**src/rtl/pri_arb_pkg.sv**
```systemverilog
// Shared types and width helpers for the priority request ager and its slots.
package pri_arb_pkg;

  typedef enum logic [1:0] {
    S_INIT   = 2'd0,
    S_UPD    = 2'd1,
    S_WAIT   = 2'd2,
    S_STABLE = 2'd3
  } ager_state_t;

  function automatic int pri_w(input int p);
    return (p > 1) ? $clog2(p) : 1;
  endfunction

  function automatic int age_w(input int a);
    return (a > 1) ? $clog2(a) : 1;
  endfunction

  localparam int P_DEF  = 16;
  localparam int PW_DEF = pri_w(P_DEF);

  typedef logic [PW_DEF-1:0] pri_t;

endpackage

```
**src/rtl/pri_age_slot.sv**
```systemverilog
// One requester slot: holds a pending request and ages its priority while the
// arbiter view is stable. Retire wins over an age step in the same cycle.
module pri_age_slot
  import pri_arb_pkg::*;
#(
  parameter  int P            = 16,
  parameter  int AGE_INTERVAL = 8,
  localparam int PW           = pri_w(P),
  localparam int AW           = age_w(AGE_INTERVAL)
) (
  input  logic          clk,
  input  logic          reset,
  input  logic          stable,
  input  logic          req_valid,
  input  logic [PW-1:0] req_pri,
  input  logic          granted,
  output logic [PW-1:0] pri,
  output logic          valid,
  output logic          changed,
  output logic          sat
);

  logic          valid_q, valid_d;
  logic [PW-1:0] pri_q, pri_d;
  logic [AW-1:0] age_q, age_d;
  logic          accept_s, retire_s, age_en_s, step_s;

  // Event decode and next-state selection; retire has priority over aging.
  always_comb begin
    accept_s = stable && req_valid && !valid_q;
    retire_s = stable && granted && valid_q;
    age_en_s = stable && valid_q && !retire_s && (pri_q != PW'(P - 1));
    step_s   = age_en_s && (age_q == AW'(AGE_INTERVAL - 1));
    valid_d  = valid_q;
    pri_d    = pri_q;
    age_d    = age_q;
    if (retire_s) begin
      valid_d = 1'b0;
      pri_d   = '0;
      age_d   = '0;
    end else if (accept_s) begin
      valid_d = 1'b1;
      pri_d   = (req_pri == '0) ? PW'(1) : req_pri;
      age_d   = '0;
    end else if (step_s) begin
      pri_d = pri_q + PW'(1);
      age_d = '0;
    end else if (age_en_s) begin
      age_d = age_q + AW'(1);
    end else begin
      age_d = age_q;
    end
  end

  // Slot state registers.
  always_ff @(posedge clk) begin
    if (reset) begin
      valid_q <= 1'b0;
      pri_q   <= '0;
      age_q   <= '0;
    end else begin
      valid_q <= valid_d;
      pri_q   <= pri_d;
      age_q   <= age_d;
    end
  end

  assign pri     = valid_q ? pri_q : '0;
  assign valid   = valid_q;
  assign changed = accept_s || retire_s || step_s;
  assign sat     = valid_q && (pri_q == PW'(P - 1));

endmodule

```
**src/rtl/pri_req_ager.sv**
```systemverilog
// Request stage in front of the priority arbiter: N aging slots plus the
// update/settle handshake that keeps pri_req frozen while the select settles.
module pri_req_ager
  import pri_arb_pkg::*;
#(
  parameter  int N            = 4,
  parameter  int P            = 16,
  parameter  int AGE_INTERVAL = 8,
  parameter  int SETTLE       = 4,
  localparam int PW           = pri_w(P),
  localparam int CW           = (SETTLE > 1) ? $clog2(SETTLE) : 1
) (
  input  logic          clk,
  input  logic          reset,
  input  logic [N-1:0]  in_valid,
  input  logic [PW-1:0] in_pri [0:N-1],
  output logic [N-1:0]  in_ready,
  input  logic [N-1:0]  gnt,
  input  logic          any_gnt,
  input  logic          sel_ready,
  output logic [PW-1:0] pri_req [0:N-1],
  output logic          sel_update,
  output logic [N-1:0]  age_sat
);

  ager_state_t   state_q, state_d;
  logic [CW-1:0] cnt_q, cnt_d;
  logic [N-1:0]  valid_s;
  logic [N-1:0]  changed_s;
  logic          stable_s;

  assign stable_s = (state_q == S_STABLE);

  for (genvar i = 0; i < N; i++) begin : g_slot
    pri_age_slot #(
      .P            (P),
      .AGE_INTERVAL (AGE_INTERVAL)
    ) u_slot (
      .clk       (clk),
      .reset     (reset),
      .stable    (stable_s),
      .req_valid (in_valid[i]),
      .req_pri   (in_pri[i]),
      .granted   (any_gnt && gnt[i]),
      .pri       (pri_req[i]),
      .valid     (valid_s[i]),
      .changed   (changed_s[i]),
      .sat       (age_sat[i])
    );
  end

  // Next-state logic; the settle counter saturates at SETTLE-1 until sel_ready.
  always_comb begin
    state_d = state_q;
    cnt_d   = cnt_q;
    case (state_q)
      S_INIT: begin
        state_d = S_UPD;
      end
      S_UPD: begin
        state_d = S_WAIT;
        cnt_d   = '0;
      end
      S_WAIT: begin
        if (cnt_q == CW'(SETTLE - 1)) begin
          state_d = sel_ready ? S_STABLE : S_WAIT;
        end else begin
          cnt_d = cnt_q + CW'(1);
        end
      end
      S_STABLE: begin
        state_d = (|changed_s) ? S_UPD : S_STABLE;
      end
      default: begin
        state_d = S_INIT;
        cnt_d   = '0;
      end
    endcase
  end

  // FSM and settle counter registers.
  always_ff @(posedge clk) begin
    if (reset) begin
      state_q <= S_INIT;
      cnt_q   <= '0;
    end else begin
      state_q <= state_d;
      cnt_q   <= cnt_d;
    end
  end

  assign in_ready   = ~valid_s & {N{stable_s}};
  assign sel_update = (state_q == S_UPD);

endmodule
```
**config.mk**
```make
export PLATFORM = sky130hd
export DESIGN_NAME = pri_req_ager
export DESIGN_NICKNAME = d
export VERILOG_FILES = /design/src/rtl/pri_arb_pkg.sv /design/src/rtl/pri_age_slot.sv /design/src/rtl/pri_req_ager.sv
export SDC_FILE = /design/constraint.sdc
export NUM_CORES = 1
export LEC_CHECK = 0
export CORE_MARGIN = 5
export CORE_UTILIZATION = 53
export CTS_CLUSTER_DIAMETER = 100
export DETAILED_ROUTE_END_ITERATION = 6
export GPL_ROUTABILITY_DRIVEN = 0
export PLACE_DENSITY = 0.95
export SYNTH_ARGS = -nofsm -noshare
export SYNTH_HDL_FRONTEND = slang
export SYNTH_SLANG_ARGS = --single-unit
```
**constraint.sdc**
```tcl
create_clock -name clk -period 3.7 [get_ports clk]
set_clock_uncertainty 0.05 [all_clocks]
set_input_delay 0.74 -clock clk [delete_from_list [all_inputs] [get_ports clk]]
set_output_delay 0.74 -clock clk [all_outputs]
set_load 0.02 [all_outputs]
```
* Word-level counts from Yosys, hierarchy flattened
Index checks and enable logic that the tools add are counted.
** Word-level totals
- Output and inout bits :: 25
- Register bits :: 36
- Input bits :: 28
** Cells by class
- Multiplexer cells :: 22
- Reduce and logical (&&, ||, !) cells :: 76
- Bitwise gates (word level) :: 2
- $add $sub $neg :: 9
- Equality and inequality tests :: 18
** Operators by type and width (count)
- two-way mux 4 bit :: 16
- logical AND 1 bit :: 40
- OR reduction 4 bit :: 5
- adder 4 x 1 -> 4 bit, second input constant :: 4
- == test 4 bit, second input constant :: 4
- zero test 4 bit :: 4
- inequality test 4 bit, second input constant :: 4
- adder 3 x 1 -> 3 bit, second input constant :: 4
- == test 3 bit, second input constant :: 4
- nonzero test 2 bit :: 5
- zero test 1 bit :: 8
- logical OR 1 bit :: 8
- one-hot mux 2 bit (4 select lines) :: 1
- OR reduction 2 bit :: 4
- == test 2 bit, second input constant :: 3
- two-way mux 2 bit :: 3
- AND 4 bit :: 1
- inequality test 2 bit, second input constant :: 2
- NOT 4 bit :: 1
- one-hot mux 2 bit (2 select lines) :: 1
- adder 2 x 1 -> 2 bit, second input constant :: 1
- == test 2 x 1 -> 1 bit, second input constant :: 1
- zero test 2 bit :: 1
- AND reduction 2 bit :: 1
- two-way mux 1 bit :: 1

* Longest topological paths before layout
Gate-level depths: netlist of run 1.
- Depth after elaboration :: 11
- Mapped depth :: 7
- Gate-level depth less buffers :: 7

* Modules after synthesis
A second synthesis of run 1 with hierarchy kept.
** Second synthesis, totals
- Cells, all modules :: 256
- Area total of the unflattened synthesis :: 2312.2 µm²
** By module, submodules not included
- pri_age_slot :: times used 4, area each 511.7 µm², cells each 56
- pri_req_ager :: times used 1, area each 265.3 µm², cells each 32

* Least setup slack after synthesis of run 1
No wires, ideal clock.
- Kind :: input port to flip-flop
- Start :: in any_gnt
- End :: reg g_slot[0].u_slot.pri_q[3]
- Path slack :: 1.744 ns
- Required time :: 3.571 ns
- Setup time :: 0.079 ns
- Data arrival time :: 1.827 ns
- Path buffers :: 2
- Stages :: 7
- Path through :: buf_6 a32oi_1 and4_1 buf_4 nand4_1 xor2_1 a211oi_2
** Between the ends
- Word-level cells in the longest chain between the ends :: 8
- Elaborated cells between the ends (all ways) :: 9
- Classes of those cells :: reduce/logical: 9
** RTL lines
- start, declared :: line pri_req_ager.sv:19 : input logic any_gnt,
- logical AND 1 bit * :: line pri_req_ager.sv:44 : .granted (any_gnt && gnt[i]),
- logical AND 1 bit * (2 in series) :: line pri_age_slot.sv:31 : retire_s = stable && granted && valid_q;
- zero test 1 bit :: line pri_age_slot.sv:32 : age_en_s = stable && valid_q && !retire_s && (pri_q != PW'(P - 1));
- logical AND 1 bit (2 in series) :: line pri_age_slot.sv:32
- logical AND 1 bit :: line pri_age_slot.sv:33 : step_s = age_en_s && (age_q == AW'(AGE_INTERVAL - 1));
- nonzero test 2 bit (no line)
- end signal, assigned :: line pri_age_slot.sv:63 : pri_q <= pri_d;
- end, declared :: line pri_age_slot.sv:24 : logic [PW-1:0] pri_q, pri_d;
Mark *: on every way between the ends. The rest lies on a longest branch, timed or not.
A chain may end at the register's enable or synchronous reset.

* Worst setup path after layout of run 1
- Start :: reg state_q[1]
- End :: out in_ready[3]
** Between the ends
- Word-level cells in the longest chain between the ends :: 2
** RTL lines
- start, declared :: line pri_req_ager.sv:26 : ager_state_t state_q, state_d;
- start signal, assigned :: line pri_req_ager.sv:87 : state_q <= state_d;
- == test 2 bit :: line pri_req_ager.sv:32 : assign stable_s = (state_q == S_STABLE);
- AND 4 bit :: line pri_req_ager.sv:92 : assign in_ready = ~valid_s & {N{stable_s}};
- end, declared :: line pri_req_ager.sv:17 : output logic [N-1:0] in_ready,
No other way between the ends.

==> impl_metrics.csv, run 1 <==
group,metric,value,unit
cells_and_area,layout_common_cells,"clkdlybuf4s50_1, dfxtp_1, nor2_1",
cells_and_area,final_util,0.719,
setup_path,critPathMaxFanout,13,
run_status,status,"finished clean",
clock_network,cts_inserted_buffers,5,
setup_path,cp-startpoint,"state_q[1]",
detailed_routing,vias,1969,
yosys,mappedNetlistNets,282,
yosys,synthTopCellsByArea,"dfxtp_1, ha_1, mux2i_1, nor2_1, and2_1",
power_and_ir_drop,clkPwrFrac,0.302,
floorplanning,die_h,72.8,um
detailed_routing,wire_per_inst,14.6,um
setup_path,rr_startpoint,"state_q[1]",
floorplanning,ios,53,
yosys,synth_edf_count,0,
yosys,synth_top_area_frac,0.345,
power_and_ir_drop,power.switching,0.000362,W
detailed_routing,ant_nets,0,
timing,hold_viol,0,
yosys,synth_flop_cell,"dfxtp_1",
floorplanning,start_util,0.557,
cells_and_area,final_cell_count_no_fill,335,
detailed_routing,drt_pass1_iterations,4,
grt,gr-usage-all-layers,0.194,
timing,drv_slew,0,
yosys,syn_area,2090,um2
clock_network,clock_sinks,36,
setup_path,end_kind,"output pin",
setup_path,r2r_cells,5,
yosys,synth_top_area_cell,"dfxtp_1",
grt,grt_pass1_vias,1943,
yosys,synth_seq_cells,36,
power_and_ir_drop,combPwrFrac,0.248,
clock_network,postCtsHoldBufs,0,
grt,grt_overflow,0,
cells_and_area,area_growth,28.9,%
power_and_ir_drop,total_power,0.00113,W
clock_network,post-cts-setup-buffer-count,0,
timing,holdWs,0.451,ns
cells_and_area,final_common_cell,"clkdlybuf4s50_1",
yosys,synth_cells,241,
detailed_routing,drc,0,
grt,antenna_found_initial,0,
clock_network,clockBufferDepth,2,
timing,finalSetupViolations,0,
grt,use_met2,0.342,
setup_path,r2r_slack,1.62,ns
detailed_routing,vias_per_cell,5.88,
place,portBuffers,52,
grt,grt_pass1_wl,8.19,mm
setup_path,cp.arrival,1.94,ns
timing,max_freq,366,MHz
yosys,async_flop_share,0,
cells_and_area,seqCellArea,721,um2
grt,use_met3,0.0523,
setup_path,required,2.91,ns
grt,gr-max-usage-layer,"met2",
run,maxCapViolations,0,
timing,worst_pin_slew,0.528,ns
clock_network,cts_tree,"yes",
floorplanning,die_area,5290,um2
power_and_ir_drop,p_int,0.000771,W
setup_path,worstReg2RegEnd,"g_slot[0].u_slot.pri_q[3]",
clock_network,insertion_delay,0.30,ns
cells_and_area,antenna_cells,0,
timing,finalCritPeriodShare,0.738,
cells_and_area,nets,327,
clock_network,root_buffer,"clkbuf_8",
grt,use_met1,0.225,
yosys,yosys_warnings,0,
setup_path,start_kind,"register",
cells_and_area,final_layout_size_suffix_gt1_frac,0.0348,
floorplanning,core,3740,um2
cells_and_area,n_fill_cell,303,
clock_network,htreeDepth,2,
setup_path,crit_end,"in_ready[3]",
detailed_routing,wl,4.88,mm
yosys,synth_seq_area_share,0.345,
place,dp_cells,327,
power_and_ir_drop,leakage,1.12,nW
clock_network,clkTransAtPathRegs,0.08,ns
cells_and_area,multiInputGateArea,1270,um2
power_and_ir_drop,switching_share,0.320,
floorplanning,rows,22,
power_and_ir_drop,max-vdd-ir-drop,0.343,mV
timing,rsz0062_at_grt,"no",
floorplanning,die_w,72.8,um
worst_hold_path,min_path_type,"reg -> reg",
detailed_routing,drt-initial-drc-count,85,
clock_network,post_cts_resized,0,
yosys,ys_types,40,
timing,fin_crit,2.73,ns
timing,relSlewSlack,0.647,
power_and_ir_drop,pwr-share-seq,0.450,
power_and_ir_drop,power.density,421,nW/um2
yosys,avgSynthCellArea,8.66,um2
grt,grt_max_degree,14,
place,hpwl,3.81,mm
timing,fin_tns_setup,0,ns
worst_hold_path,hold_path_depth,2,
setup_path,worstSetupPathType,"reg -> out",
layout make-up:
cell class | count | area share
Multi-Input combinational cell | 189 | 0.473
Clock buffer | 6 | 0.0270
Inverter | 2 | 0.00279
Sequential cell | 36 | 0.268
Clock inverter | 2 | 0.0130
Tap cell | 48 | 0.0223
Timing Repair Buffer | 52 | 0.193
critical path: stages, from the launching register on:
cell and delay [ns]:
dfxtp_1 0.58, nand2_1 0.28, nor2_1 0.16, clkdlybuf4s50_1 0.63
metal layers:
layer	vias to the layer above	wire length [um]
li1	953	-
met1	936	1940
met2	73	2480
met3	7	398
met4	0	63
met5	-	0
synthesized netlist by cell type (all sizes together) (3+ instances only):
cell	n
a211oi	4
a21oi	19
a31oi	3
and2	17
and3	7
buf	10
clkbuf	4
dfxtp	36
ha	13
mux2i	13
nand2	8
nand3	12
nand3b	4
nand4	4
nor2	30
nor2b	5
nor3	6
o21ai	9
o31ai	3
xnor2	6
xor2	10
power by group through the flow:
stage	Combinational [W]	Clock [W]	Sequential (W)
after global placement	0.000268	0	0.000514
after floorplan	0.000215	0	0.000472
after CTS	0.000282	0.000344	0.000508
after detailed placement	0.000280	0	0.000518
final	0.000281	0.000343	0.000510
after global routing	0.000315	0.000367	0.000517
worst min path at each step:
stage | start | end | slack, ns
after global routing | g_slot[0].u_slot.age_q[2] | g_slot[0].u_slot.age_q[2] | 0.49
final | g_slot[1].u_slot.age_q[1] | g_slot[1].u_slot.age_q[1] | 0.45
after floorplan | g_slot[0].u_slot.age_q[1] | g_slot[0].u_slot.age_q[1] | 0.42
after detailed placement | g_slot[3].u_slot.age_q[1] | g_slot[3].u_slot.age_q[1] | 0.44
after global placement | g_slot[0].u_slot.age_q[2] | g_slot[0].u_slot.age_q[2] | 0.43
after CTS | g_slot[1].u_slot.age_q[2] | g_slot[1].u_slot.age_q[2] | 0.46
cell families (layout without fill, tap and decap cells):
kind of cell             count (synthesis)  in the layout  share of synthesized area
XOR/XNOR                                16             16                     0.0671
multiplexers                            13             13                     0.0623
flip-flops                              36             36                      0.345
AO/OA/AOI/OAI                           50             50                      0.164
buffers and inverters                   16             62                     0.0444
AND/OR/NAND/NOR                         97             97                      0.239
adder cells (fa/ha/maj)                 13             13                     0.0779
per-stage QoR:
step           cell area, um2  worst slack, ns
2_1_floorplan            2090             1.74
3_3_place_gp             2580             1.22
3_5_place_dp             2580             1.13
4_1_cts                  2690            0.978
5_1_grt                  2690            0.864
6_report                 2690            0.970
sequential cells by signal, indices dropped and copies added, names as in the netlist:
signal               flops
state_q                  2
cnt_q                    2
g_slot.u_slot.pri_q     16
g_slot.u_slot.valid      4
g_slot.u_slot.age_q     12
Note: power is estimated with default switching activity, not from simulation.
==> run 2, diff against run 1 <==
Settings changed: CORE_UTILIZATION 53 to 44, PLACE_DENSITY 0.95 to 0.86.
Clock period 3.7 ns to 2.47 ns, I/O delays scaled along.
==> run 2 against run 1 <==
- worst setup slack got worse by 0.78 ns
- critical path depth is the same
- sequential cell count unchanged
- utilization down 14 points
- combinational power up 61%
- total power is 39% higher
- worst hold slack better by 0.0043 ns
- final cell count is 2.1% higher
==> impl_metrics.csv, run 2 (same netlist as run 1, synthesis figures left out) <==
group,metric,value,unit
run_status,status,"finished clean",
setup_path,required,1.93,ns
grt,grt_pass1_wl,8.19,mm
grt,grt_pass1_vias,1897,
power_and_ir_drop,total_power,0.00158,W
timing,relSlewSlack,0.643,
clock_network,insertion_delay,0.28,ns
power_and_ir_drop,max-vdd-ir-drop,0.281,mV
timing,hold_viol,0,
cells_and_area,final_common_cell,"clkdlybuf4s50_1",
setup_path,start_kind,"register",
power_and_ir_drop,leakage,1.12,nW
place,portBuffers,52,
grt,gr-usage-all-layers,0.162,
setup_path,path_cells,"and2_1 > and3_1 > clkdlybuf4s50_1",
floorplanning,ios,53,
place,dp_slack,0.158,ns
setup_path,worstSetupPathType,"reg -> out",
detailed_routing,drc,0,
place,hpwl,3.74,mm
floorplanning,rows,25,
timing,setup_slack,0.188,ns
floorplanning,die_w,78.9,um
setup_path,slowest_stage,"clkdlybuf4s50_1",
grt,grt_max_degree,13,
setup_path,cp.arrival,1.74,ns
place,dp_cells,335,
setup_path,critPathBufInv,1,
detailed_routing,vias,1904,
clock_network,cts_tree,"yes",
setup_path,cp_top_family,"buffers and inverters",
timing,fin_crit,2.28,ns
setup_path,cpPeakStageDelay,0.60,ns
floorplanning,start_util,0.448,
detailed_routing,wl,4.79,mm
clock_network,clkTransAtPathRegs,0.07,ns
cells_and_area,largest_register_ffs,16,
cells_and_area,nets,329,
clock_network,postCtsHoldBufs,0,
detailed_routing,vias_per_cell,5.57,
cells_and_area,antenna_cells,0,
clock_network,cts_inserted_buffers,5,
timing,worst_pin_slew,0.533,ns
detailed_routing,drt_pass1_iterations,4,
clock_network,htreeDepth,2,
clock_network,post-cts-setup-buffer-count,0,
clock_network,clock_sinks,36,
worst_hold_path,min_path_type,"reg -> reg",
setup_path,end_kind,"output pin",
detailed_routing,drt-initial-drc-count,128,
cells_and_area,area_growth,28.6,%
cells_and_area,layout_common_cells,"clkdlybuf4s50_1, dfxtp_1, nor2_1",
run,maxCapViolations,0,
cells_and_area,largest_register,"g_slot.u_slot.pri_q",
grt,grt_overflow,0,
cells_and_area,design_area,2680,um2
cells_and_area,final_cell_count_no_fill,342,
floorplanning,core,4660,um2
power_and_ir_drop,power.density,589,nW/um2
timing,finalCritPeriodShare,0.924,
cells_and_area,final_layout_size_suffix_gt1_frac,0.0417,
timing,rsz0062_at_grt,"no",
timing,max_freq,438,MHz
floorplanning,die_h,78.9,um
timing,drv_slew,0,
floorplanning,die_area,6220,um2
detailed_routing,wire_per_inst,14.0,um
place,dpl_cell_area,2610,um2
detailed_routing,ant_nets,0,
clock_network,post_cts_resized,0,
clock_network,clockBufferDepth,2,
setup_path,critPathMaxFanout,12,
grt,antenna_found_initial,0,
clock_network,root_buffer,"clkbuf_8",
timing,finalSetupViolations,0,
timing,fin_tns_setup,0,ns
-- run 2: cell count changes in the layout (fill, tap and decap cells not counted), sizes merged --
| cell | delta |
|---|---|
| bufinv | -1 |
| buf | +2 |
-- run 2: worst register-to-register path, delay by kind of cell, from the launching register on --
kind	cells	cell delay, ns
AND/OR/NAND/NOR	3	0.86
buffers and inverters	1	0.18
flip-flops	1	0.36
AO/OA/AOI/OAI	1	0.20
XOR/XNOR	1	0.16
-- run 2: worst paths after layout --
path	start	cells after the start	slack, ns	to
worst max-delay path	g_slot[0].u_slot.valid	3	0.19	age_sat[0]
worst min-delay path	g_slot[1].u_slot.age_q[1]	2	0.45	g_slot[1].u_slot.age_q[1]
worst max register to register	state_q[1]	6	0.59	g_slot[0].u_slot.pri_q[3]
worst min register to register	g_slot[1].u_slot.age_q[1]	2	0.45	g_slot[1].u_slot.age_q[1]
-- run 2: power by group --
group	switching [W]	internal [W]
Combinational	0.000234	0.000219
Clock	0.000197	0.000192
Sequential	0.0000889	0.000650
Total	0.000520	0.00106
-- run 2: layout make-up --
type,instances,area [um2]
multi-input cells,189,1270
inverters,2,7.51
fillers,430,1980
clock buffers,6,72.6
well taps,54,67.6
flip-flops and latches,36,722
repair buffers,54,536
clock inverters,1,5.00
-- run 2: routing by layer --
metal / GRT usage / share of wire / wire length [um] / up-vias
met5: 0 / 0 / 0 / -
met4: 0.0550 / 0.013 / 63 / 0
met3: 0.0465 / 0.060 / 286 / 7
met2: 0.281 / 0.49 / 2330 / 54
met1: 0.192 / 0.44 / 2120 / 888
li1: - / - / - / 955
-- run 2: per-stage QoR --
stage | hold slack (ns) | util
after floorplan | 0.418 | -
after global placement | 0.429 | 0.559
after detailed placement | 0.448 | 0.559
after CTS | 0.464 | 0.576
after global routing | 0.509 | 0.576
final | 0.455 | 0.576
